## src/rtl/vram_arbiter.sv

```systemverilog
// vram_arbiter: shares one single-port synchronous video RAM between the VGA
// scan-out fetch path and a CPU read/write port. VGA has priority; a bounded
// defer counter lets a starved CPU request win over a pending VGA fetch.

module vram_arbiter #(
    parameter int unsigned VRAM_WORDS      = 768,
    parameter int unsigned MEM_ADDR_OFFSET = 0,
    parameter int unsigned MAX_DEFER       = 8
) (
    input  logic        clock,
    input  logic        clear,
    input  logic [15:0] vga_addr,
    output logic [15:0] vga_data,
    input  logic        cpu_req,
    input  logic        cpu_we,
    input  logic [15:0] cpu_addr,
    input  logic [15:0] cpu_wdata,
    output logic        cpu_ready,
    output logic [15:0] cpu_rdata,
    output logic [15:0] mem_addr,
    output logic [15:0] mem_wdata,
    output logic        mem_we,
    input  logic [15:0] mem_rdata
);

    localparam int unsigned      DeferW   = $clog2(MAX_DEFER + 1);
    localparam logic [DeferW-1:0] DeferMax = DeferW'(MAX_DEFER);
    localparam logic [16:0]      RangeLo  = 17'(MEM_ADDR_OFFSET);
    localparam logic [16:0]      RangeHi  = 17'(MEM_ADDR_OFFSET + VRAM_WORDS);

    typedef enum logic [2:0] {
        StIdle,
        StVgaRd,
        StVgaCap,
        StCpuRd,
        StCpuCap,
        StCpuWr
    } state_e;

    state_e              state_q, state_d;
    logic [15:0]         vga_data_q, vga_data_d;
    logic [15:0]         cpu_rdata_q, cpu_rdata_d;
    logic                cpu_ready_q, cpu_ready_d;
    logic [15:0]         mem_addr_q, mem_addr_d;
    logic [15:0]         mem_wdata_q, mem_wdata_d;
    logic                mem_we_q, mem_we_d;
    logic [15:0]         fetched_addr_q, fetched_addr_d;
    logic                fetched_valid_q, fetched_valid_d;
    logic [DeferW-1:0]   defer_q, defer_d;

    logic vga_pend;
    logic cpu_ok;
    logic in_range;
    logic defer_full;
    logic cpu_grant;

    // The VGA word is stale whenever the scan-out address moved off the last fetch.
    assign vga_pend   = !fetched_valid_q || (vga_addr != fetched_addr_q);
    // Blocks re-serving a request in its own completion cycle.
    assign cpu_ok     = cpu_req && !cpu_ready_q;
    assign in_range   = ({1'b0, cpu_addr} >= RangeLo) && ({1'b0, cpu_addr} < RangeHi);
    assign defer_full = (defer_q == DeferMax);

    // Next-state, datapath latches and defer counter update.
    always_comb begin
        state_d         = state_q;
        vga_data_d      = vga_data_q;
        cpu_rdata_d     = cpu_rdata_q;
        cpu_ready_d     = 1'b0;
        mem_addr_d      = mem_addr_q;
        mem_wdata_d     = mem_wdata_q;
        mem_we_d        = 1'b0;
        fetched_addr_d  = fetched_addr_q;
        fetched_valid_d = fetched_valid_q;
        cpu_grant       = 1'b0;

        case (state_q)
            StIdle: begin
                if (vga_pend && !(cpu_ok && defer_full)) begin
                    mem_addr_d     = vga_addr;
                    fetched_addr_d = vga_addr;
                    state_d        = StVgaRd;
                end else if (cpu_ok) begin
                    cpu_grant  = 1'b1;
                    mem_addr_d = cpu_addr;
                    if (cpu_we) begin
                        // Out-of-range writes are dropped but still acknowledged.
                        if (in_range) begin
                            mem_wdata_d = cpu_wdata;
                            mem_we_d    = 1'b1;
                        end
                        state_d = StCpuWr;
                    end else begin
                        state_d = StCpuRd;
                    end
                end
            end
            StVgaRd: state_d = StVgaCap;
            StVgaCap: begin
                vga_data_d      = mem_rdata;
                fetched_valid_d = 1'b1;
                state_d         = StIdle;
            end
            StCpuRd: state_d = StCpuCap;
            StCpuCap: begin
                cpu_rdata_d = in_range ? mem_rdata : 16'h0000;
                cpu_ready_d = 1'b1;
                state_d     = StIdle;
            end
            StCpuWr: begin
                cpu_ready_d = 1'b1;
                state_d     = StIdle;
            end
            default: state_d = StIdle;
        endcase

        if (cpu_grant || !cpu_req) begin
            defer_d = '0;
        end else if (cpu_ok && !defer_full) begin
            defer_d = defer_q + DeferW'(1);
        end else begin
            defer_d = defer_q;
        end
    end

    // State register; clear returns everything to reset values immediately.
    always_ff @(posedge clock or posedge clear) begin
        if (clear) begin
            state_q         <= StIdle;
            vga_data_q      <= '0;
            cpu_rdata_q     <= '0;
            cpu_ready_q     <= 1'b0;
            mem_addr_q      <= '0;
            mem_wdata_q     <= '0;
            mem_we_q        <= 1'b0;
            fetched_addr_q  <= '0;
            fetched_valid_q <= 1'b0;
            defer_q         <= '0;
        end else begin
            state_q         <= state_d;
            vga_data_q      <= vga_data_d;
            cpu_rdata_q     <= cpu_rdata_d;
            cpu_ready_q     <= cpu_ready_d;
            mem_addr_q      <= mem_addr_d;
            mem_wdata_q     <= mem_wdata_d;
            mem_we_q        <= mem_we_d;
            fetched_addr_q  <= fetched_addr_d;
            fetched_valid_q <= fetched_valid_d;
            defer_q         <= defer_d;
        end
    end

    assign vga_data  = vga_data_q;
    assign cpu_rdata = cpu_rdata_q;
    assign cpu_ready = cpu_ready_q;
    assign mem_addr  = mem_addr_q;
    assign mem_wdata = mem_wdata_q;
    assign mem_we    = mem_we_q;

endmodule

```

## config.mk

```make
export PLATFORM = sky130hd
export DESIGN_NAME = vram_arbiter
export DESIGN_NICKNAME = d
export VERILOG_FILES = /design/src/rtl/vram_arbiter.sv
export SDC_FILE = /design/constraint.sdc
export NUM_CORES = 1
export LEC_CHECK = 0
export BUFFER_PORTS_ARGS = -buffer_cell sky130_fd_sc_hd__buf_2
export CAP_MARGIN = 20
export CORE_UTILIZATION = 45
export CTS_CLUSTER_SIZE = 40
export DETAILED_ROUTE_END_ITERATION = 8
export GPL_TIMING_DRIVEN = 1
export PLACE_DENSITY = 0.75
export RECOVER_POWER = 25
export SYNTH_ARGS = -nofsm -noshare
export SYNTH_HDL_FRONTEND = slang
export SYNTH_SLANG_ARGS = --single-unit
```

## constraint.sdc

```tcl
create_clock -name clock -period 3.1 [get_ports clock]
set_clock_uncertainty 0.1 [all_clocks]
set_input_delay 0.62 -clock clock [delete_from_list [all_inputs] [get_ports clock]]
set_output_delay 0.62 -clock clock [all_outputs]
set_load 0.02 [all_outputs]
```

==> results.py, run 1 <==
metrics = {
    "synthesis": {
        "yosys.area.top_type": "dfrtp_1",
        "synth_ff_type": "dfrtp_1",
        "synthArstFlopShare": 1.000,
        "ys_top_cells_by_area": "dfrtp_1, mux2_2, mux2i_1",
        "syn-num-nets": 411,
        "synth_cells": 341,
        "yosysWarnings": 0,
        "yosys.cell_types.count": 38,
        "postSynthAreaPerCell_um2": 11.88,
        "synthesis.area_um2": 4050,
        "synth-seq-cells": 90,
        "seq_area_frac_synth": 0.5561,
        "synth_top_area_frac": 0.5561,
        "synth_edf_count": 0,
    },
    "critical_path": {
        "critPathBufInv": 2,
        "max_stage_delay_ns": 0.54,
        "crit_path_cell_trace": "buf_2 > or4_4 > a2111oi_4 > nand4_2 > a21oi_4 > buf_4 > mux2_2",
        "critPathTopFamily": "simple AND/OR/NAND/NOR gates",
        "timing.rr.start": "fetched_addr_q[4]",
        "worst-setup-path-type": "in2reg",
        "worstPathMaxFanout": 17,
        "critPathLaunch": "cpu_addr[13]",
        "worstSetupEndpointType": "flip-flop",
        "worstPathRequired_ns": 3.24,
        "crit_arrival_ns": 2.55,
        "slowest_stage": "or4_4",
        "start_kind": "input pin",
    },
    "route": {
        "drt_iter0_drc": 128,
        "route.detailed.drc": 0,
        "routed_wirelength_um": 9467,
        "first_pass_iters": 4,
        "wire_per_inst_um": 16.05,
        "viasPerCell": 5.525,
        "vias": 3260,
        "ant_nets": 0,
    },
    "status": {
        "outcome": "completed",
    },
    "cts": {
        "post_cts_resized": 0,
        "cts_tree": "yes",
        "cts.clk_slew.worst_paths_ns": 0.08,
        "clockBufferDepth": 2,
        "insertion_delay_ns": 0.35,
        "clock-sinks": 90,
        "post_cts_buffers": 0,
        "cts_max_level": 3,
        "cts_buffers": 9,
        "cts_root_buffer": "clkbuf_8",
        "hold_buffers": 0,
    },
    "placed_design": {
        "place.gp.congestion": 0.7607,
        "io_buffers": 133,
        "dp_hpwl_um": 6934,
    },
    "global_routing": {
        "grt_first_pass_wirelength_um": 15520,
        "grt_pass1_vias": 3117,
        "overflow": 0,
        "antenna_found_initial": 0,
        "grt_max_degree": 48,
        "track_usage": 0.2077,
    },
    "floorplan": {
        "start_util": 0.4644,
        "die_height_um": 96.87,
        "coreArea_um2": 8721,
        "die_w_um": 96.87,
        "row_count": 34,
        "dieArea_um2": 9384,
        "ioPinCount": 134,
    },
    "cells_and_area": {
        "final_cell_mix": "buf_2, dfrtp_1, mux2_2, nand2_1, nor2_1",
        "drive_above_1_share": 0.4398,
        "layout_commonest_cell": "buf_2",
        "num_antenna_cells": 0,
        "nFillCells": 750,
        "nets": 547,
        "area_growth_pct": 24.84,
    },
    "timing": {
        "layout_min_cycle_time_ns": 2.411,
        "fmaxAchievable_ghz": 0.4148,
        "worst_hold_slack_ns": 0.3691,
        "tns_ns": 0,
        "slew-limit-headroom": 0.2482,
        "maxSlewViolCount": 0,
        "setup_viol": 0,
        "tightest_slew_ns": 1.128,
        "hold_violations": 0,
        "grt_setup_unrepaired": "no",
        "timing.final.crit_share": 0.7777,
    },
    "power": {
        "power_density_nw_per_um2": 920.2,
        "ir_worst_vdd_mv": 0.5250,
        "power_leakage_nw": 2.388,
    },
    "worst_hold_path": {
        "hp-start": "cpu_rdata[10]",
        "hold_path_class": "reg2reg",
    },
    "job": {
        "maxCapViolations": 0,
    },
}
-- synthesized netlist by cell type (all sizes together), types with 4 or more instances --
master	count
a21oi	5
nand3	19
xor2	4
nand2	36
nand4	4
inv	4
dfrtp	90
buf	4
nor4	17
clkbuf	16
mux2	48
a311oi	16
nor2	23
nor3	4
xnor2	13
mux2i	16
-- layout make-up --
class,instances,area (um^2),area share
clock buffer,10,137.6,0.02722
multi-input combinational,227,1714,0.3390
sequential,90,2252,0.4454
inverter,4,16.27,0.003217
tap,108,135.1,0.02673
clock inverter,6,50.05,0.009899
timing repair buffer,145,750.7,0.1485
-- registers in the layout, indices dropped and copies added, names as in the netlist --
register	count
state_q	3
vga_data	16
defer_q	4
mem_wdata	16
mem_addr	16
cpu_rdata	16
fetched_addr_q	16
fetched_valid_q	1
mem_we	1
cpu_ready	1
-- logic make-up after synthesis --
logic type               after synthesis  share of synthesized area
AND/OR/NAND/NOR                      116                     0.1415
flip-flops                            90                     0.5561
AO/OA/AOI/OAI                         28                    0.06148
buffers and inverters                 24                    0.02502
multiplexers                          64                     0.1730
XOR/XNOR                              17                    0.03676
adder cells (fa/ha/maj)                2                   0.006178
-- metrics by stage --
step                      total power, mW  cells  area [um^2]  utilization  worst slack [ns]
after floorplan                     3.252    341         4050            -           0.04474
after global placement              3.846    574         4873       0.5588            0.3593
after detailed placement            3.934    574         4873       0.5588            0.3166
after CTS                           4.693    590         5061       0.5803            0.7026
after global routing                4.940    590         5056       0.5798            0.5570
final                               4.653    590         5056       0.5798            0.6893
-- routing by layer --
| metal | track usage | share of wire |
|---|---|---|
| met1 | 0.2739 | 0.43 |
| met5 | 0 | 0 |
| met2 | 0.3234 | 0.46 |
| met4 | 0.08955 | 0.020 |
| met3 | 0.05564 | 0.090 |
-- power by group --
group,leakage (nW),internal [mW],switching [mW]
registers,1.10,1.64,0.285
logic,1.20,0.812,1.16
clock network,0.0895,0.322,0.434
total,2.39,2.77,1.88
-- worst paths after layout --
check                                     to  slack (ns)  cells after the start
hold reg to reg                cpu_rdata[10]        0.37                      2
setup / recovery               mem_wdata[14]        0.69                      7
setup reg to reg           fetched_addr_q[6]        0.73                      6
hold / removal                 cpu_rdata[10]        0.37                      2
min in group asynchronous       mem_addr[14]        0.54                      3
max in group asynchronous      cpu_rdata[10]        1.65                      3
-- tightest hold or removal path: stages, from the launching register on --
cell and delay, ns:
dfrtp_1 0.35, nand2_1 0.05, nand2_1 0.05
(Power assumes the default switching activity.)
==> run 2: changes to the inputs <==
==> constraint.sdc (replaced) <==
create_clock -name clock -period 2.07 [get_ports clock]
set_clock_uncertainty 0.1 [all_clocks]
set_input_delay 0.414 -clock clock [delete_from_list [all_inputs] [get_ports clock]]
set_output_delay 0.414 -clock clock [all_outputs]
set_load 0.02 [all_outputs]
==> results.py, run 2 (same netlist as run 1, synthesis figures left out) <==
metrics = {
    "status": {
        "outcome": "finished, violations left",
        "failed_checks": "negative setup slack",
    },
    "cts": {
        "cts_root_buffer": "clkbuf_8",
        "cts_tree": "yes",
        "cts_max_level": 3,
        "cts_buffers": 9,
        "cts.clk_slew.worst_paths_ns": 0.10,
        "clock-sinks": 90,
        "clockBufferDepth": 2,
        "insertion_delay_ns": 0.36,
    },
    "timing": {
        "maxSlewViolCount": 0,
        "fin_ws_ns": -0.1142,
        "worst_hold_slack_ns": 0.06249,
        "timing.final.crit_share": 1.055,
        "grt_setup_unrepaired": "yes",
        "fmaxAchievable_ghz": 0.4578,
        "hold_violations": 0,
        "slew-limit-headroom": 0.04768,
        "layout_min_cycle_time_ns": 2.184,
        "tns_ns": -3.120,
        "tightest_slew_ns": 1.428,
        "setup_viol": 44,
    },
    "floorplan": {
        "coreArea_um2": 8721,
        "dieArea_um2": 9384,
        "die_w_um": 96.87,
        "die_height_um": 96.87,
        "row_count": 34,
        "start_util": 0.4644,
        "ioPinCount": 134,
    },
    "job": {
        "maxCapViolations": 0,
    },
    "critical_path": {
        "r2r_end": "mem_wdata[13]",
        "worstRegToRegCells": 8,
        "worst-setup-path-type": "reg2reg",
        "timing.rr.start": "fetched_addr_q[11]",
        "worstPathRequired_ns": 2.21,
        "worstPathMaxFanout": 17,
        "crit_arrival_ns": 2.32,
        "reg2reg_slack_ns": -0.11,
        "worstSetupEndpointType": "flip-flop",
        "critPathLaunch": "fetched_addr_q[11]",
        "start_kind": "flip-flop",
    },
    "global_routing": {
        "antenna_found_initial": 0,
        "overflow": 0,
        "track_usage": 0.2187,
        "grt_max_degree": 58,
        "grt_pass1_vias": 3396,
        "grt_first_pass_wirelength_um": 16480,
    },
    "placed_design": {
        "dp_hpwl_um": 7168,
        "dp_slack_ns": -0.3358,
        "place.gp.congestion": 0.8528,
        "io_buffers": 133,
        "post-place-cells": 597,
    },
    "route": {
        "drt_iter0_drc": 96,
        "route.detailed.drc": 0,
        "first_pass_iters": 4,
        "wire_per_inst_um": 16.51,
        "vias": 3340,
        "viasPerCell": 5.422,
        "routed_wirelength_um": 10170,
        "ant_nets": 0,
    },
    "cells_and_area": {
        "layout_commonest_cell": "buf_2",
        "final_cell_mix": "buf_2, dfrtp_1, mux2_2, nand2_1, buf_4",
        "nets": 573,
        "fin_cells": 616,
        "area_growth_pct": 36.02,
        "drive_above_1_share": 0.5157,
        "num_antenna_cells": 0,
    },
    "power": {
        "ir_worst_vdd_mv": 0.8141,
        "fin_total_pwr_mw": 7.310,
        "power_leakage_nw": 2.568,
        "power_density_nw_per_um2": 1327,
    },
    "worst_hold_path": {
        "hold_path_class": "in2async",
    },
}
-- run 2: changes by cell type in the layout (fill, tap and decap cells not counted), sizes merged --
cell	delta
clkinvlp	-2
inv	+3
buf	+26
clkbuf	-1
-- run 2: timing repair --
action | CTS | global route
gates resized for setup | 4 | 28
hold buffers | 0 | 0
pin swaps | 1 | 3
endpoints found under the setup margin | 54 | 54
gates cloned | 0 | 1
buffers inserted | 1 | 1
-- run 2: cell type report --
class	instances	area, um^2
sequential	90	2252
clock inverter	7	66.31
inverter	4	16.27
fill	702	3212
timing repair buffer	171	1003
multi-input combinational	227	1912
tap	108	135.1
clock buffer	9	123.9
-- run 2: where the power goes --
part           total [mW]  switching (mW)  internal (mW)
clock                1.15           0.679          0.470
sequential           2.85           0.398           2.46
combinational        3.31            1.95           1.36
total                7.31            3.02           4.29
-- run 2: how the worst max path moves through the flow --
stage                    endpoint  slack, ns  cells past startpoint
global route        mem_wdata[13]      -0.19                      8
floorplan            mem_wdata[0]      -0.36                      6
global placement       defer_q[1]      -0.31                      9
CTS                 mem_wdata[13]      -0.06                      8
detailed placement  mem_wdata[15]      -0.34                      8
finish              mem_wdata[13]      -0.11                      8
-- run 2: metrics by stage --
step                        util  cell area [um^2]
final                     0.6317              5509
after global placement    0.5851              5102
after CTS                 0.6102              5321
after floorplan                -              4073
after detailed placement  0.5851              5102
after global routing      0.6317              5509
-- run 2: routing by layer --
layer  share of wire  vias up  global-route usage
met1            0.43     1667              0.2825
met4           0.022        0             0.08726
met5               0        -                   0
met2            0.49       95              0.3575
li1                -     1561                   -
met3           0.051       17             0.04913
-- run 2: critical path, cell delays in order (launching register included) --
cell	delay (ns)
dfrtp_1	0.40
xnor2_1	0.20
nand4_1	0.15
nor3_2	0.27
nand4_1	0.13
buf_4	0.18
a21oi_4	0.14
buf_12	0.17
mux2_2	0.34
==> run 3: changes to the inputs <==
--- a/config.mk
+++ b/config.mk
@@ -7,11 +7,12 @@
 export LEC_CHECK = 0
 export BUFFER_PORTS_ARGS = -buffer_cell sky130_fd_sc_hd__buf_2
 export CAP_MARGIN = 20
+export CORE_MARGIN = 2
 export CORE_UTILIZATION = 45
 export CTS_CLUSTER_SIZE = 40
 export DETAILED_ROUTE_END_ITERATION = 8
 export GPL_TIMING_DRIVEN = 1
-export PLACE_DENSITY = 0.75
+export PLACE_DENSITY = 0.72
 export RECOVER_POWER = 25
 export SYNTH_ARGS = -nofsm -noshare
 export SYNTH_HDL_FRONTEND = slang
==> constraint.sdc (replaced) <==
create_clock -name clock -period 2.6 [get_ports clock]
set_clock_uncertainty 0.1 [all_clocks]
set_input_delay 0.52 -clock clock [delete_from_list [all_inputs] [get_ports clock]]
set_output_delay 0.52 -clock clock [all_outputs]
set_load 0.02 [all_outputs]
==> results.py, run 3 (same netlist as run 1, synthesis figures left out) <==
metrics = {
    "worst_hold_path": {
        "hp-start": "cpu_wdata[1]",
        "hold_path_class": "in2reg",
        "holdPathStages": 2,
        "holdPathEnd": "mem_wdata[1]",
    },
    "timing": {
        "tightest_slew_ns": 1.169,
        "maxSlewViolCount": 0,
        "fmaxAchievable_ghz": 0.4086,
        "tns_ns": 0,
        "timing.final.crit_share": 0.9412,
        "slew-limit-headroom": 0.2204,
        "hold_violations": 0,
        "fin_ws_ns": 0.1528,
        "setup_viol": 0,
        "layout_min_cycle_time_ns": 2.447,
        "grt_setup_unrepaired": "no",
    },
    "cells_and_area": {
        "num_antenna_cells": 0,
        "area_growth_pct": 26.63,
        "layout_commonest_cell": "buf_2",
        "drive_above_1_share": 0.4380,
        "final_cell_mix": "buf_2, dfrtp_1, mux2_2, nand2_1, nor2_1",
        "nets": 549,
    },
    "critical_path": {
        "critPathTopFamily": "simple AND/OR/NAND/NOR gates",
        "crit_arrival_ns": 2.58,
        "slowest_stage": "and3_1",
        "crit_path_cell_trace": "xor2_1 > nor4_1 > nand4_1 > and3_1 > mux2_2",
        "worstPathRequired_ns": 2.73,
        "start_kind": "flip-flop",
        "timing.rr.start": "fetched_addr_q[0]",
        "worst-setup-path-type": "reg2reg",
        "r2r_end": "fetched_addr_q[0]",
        "worstSetupEndpointType": "flip-flop",
        "reg2reg_slack_ns": 0.15,
        "critPathBufInv": 0,
        "worstPathMaxFanout": 16,
        "max_stage_delay_ns": 0.52,
        "worstRegToRegCells": 5,
    },
    "cts": {
        "cts_root_buffer": "clkbuf_8",
        "post_cts_resized": 0,
        "clock-sinks": 90,
        "post_cts_buffers": 0,
        "cts_max_level": 3,
        "cts_tree": "yes",
        "clockBufferDepth": 2,
        "insertion_delay_ns": 0.35,
        "cts.clk_slew.worst_paths_ns": 0.09,
        "hold_buffers": 0,
        "cts_buffers": 9,
    },
    "power": {
        "power_density_nw_per_um2": 1114,
        "ir_worst_vdd_mv": 0.4647,
        "power_leakage_nw": 2.420,
    },
    "route": {
        "ant_nets": 0,
        "viasPerCell": 5.323,
        "route.detailed.drc": 0,
        "drt_iter0_drc": 170,
        "vias": 3151,
        "routed_wirelength_um": 9286,
        "wire_per_inst_um": 15.69,
        "first_pass_iters": 4,
    },
    "global_routing": {
        "overflow": 0,
        "track_usage": 0.1983,
        "grt_pass1_vias": 3227,
        "grt_max_degree": 91,
        "grt_first_pass_wirelength_um": 15550,
        "antenna_found_initial": 0,
    },
    "placed_design": {
        "place.gp.congestion": 0.8367,
        "dp_hpwl_um": 6868,
        "dp_slack_ns": 0.02377,
        "io_buffers": 133,
    },
    "floorplan": {
        "die_height_um": 98.87,
        "die_w_um": 98.87,
        "start_util": 0.4644,
        "row_count": 34,
        "dieArea_um2": 9775,
        "coreArea_um2": 8721,
        "ioPinCount": 134,
    },
    "status": {
        "outcome": "completed",
    },
    "job": {
        "maxCapViolations": 0,
    },
}
==> run 3: cell types whose count changed in the layout (fill, tap and decap cells not counted), moves of 3 or more <==
cell,previous run,this run
mux2_4,3,0
nor4_4,4,0
nor4_2,13,0
buf_4,33,12
nor4_1,0,17
==> run 3: worst max path at each step <==
stage                                  from           endpoint  slack (ns)  cells past startpoint
final                     fetched_addr_q[0]  fetched_addr_q[0]        0.15                      5
after detailed placement        vga_addr[7]  fetched_addr_q[2]        0.02                      7
after global routing      fetched_addr_q[6]  fetched_addr_q[6]        0.07                      5
after floorplan                cpu_addr[13]       mem_wdata[0]        0.04                      6
after CTS                 fetched_addr_q[0]  fetched_addr_q[0]        0.17                      5
after global placement         cpu_addr[13]      mem_wdata[13]        0.04                      7
==> run 3: cell type report <==
type	instances	area, um^2
well taps	108	135.1
fillers	744	3592
repair buffers	147	782.0
flip-flops and latches	90	2252
inverters	4	18.77
clock inverters	5	85.08
multi-input cells	227	1714
clock buffers	11	141.4
==> run 3: power by group <==
| part | internal [mW] | total [mW] | switching, mW |
|---|---|---|---|
| clock | 0.575 | 1.05 | 0.480 |
| sequential | 1.96 | 2.29 | 0.334 |
| combinational | 0.985 | 2.37 | 1.38 |
| total | 3.52 | 5.71 | 2.20 |
==> run 3: worst register-to-register path: cells and delay by family (launching register included) <==
family	cells	cell delay, ns
AND/OR/NAND/NOR	3	1.30
multiplexers	1	0.39
XOR/XNOR	1	0.16
flip-flops	1	0.39
==> run 3: per-stage QoR <==
stage               cell area, um^2  total power, mW  hold slack, ns    util  instances
global placement               4916            4.625          0.3455  0.5637        576
floorplan                      4054            3.877          0.3543       -        341
finish                         5129            5.712          0.2808  0.5881        592
CTS                            5142            5.768          0.2083  0.5897        592
detailed placement             4916            4.708          0.3499  0.5637        576
global route                   5129            6.087          0.2739  0.5881        592
==> run 3: per-layer routing <==
layer  share of wire  GRT usage  up-vias  wire length [um]
li1                -          -     1500                 -
met1            0.44     0.2717     1538              4056
met2            0.49     0.3108       99              4551
met5               0          0        -                 0
met4           0.019    0.08535        0               180
met3           0.054    0.03688       14               497
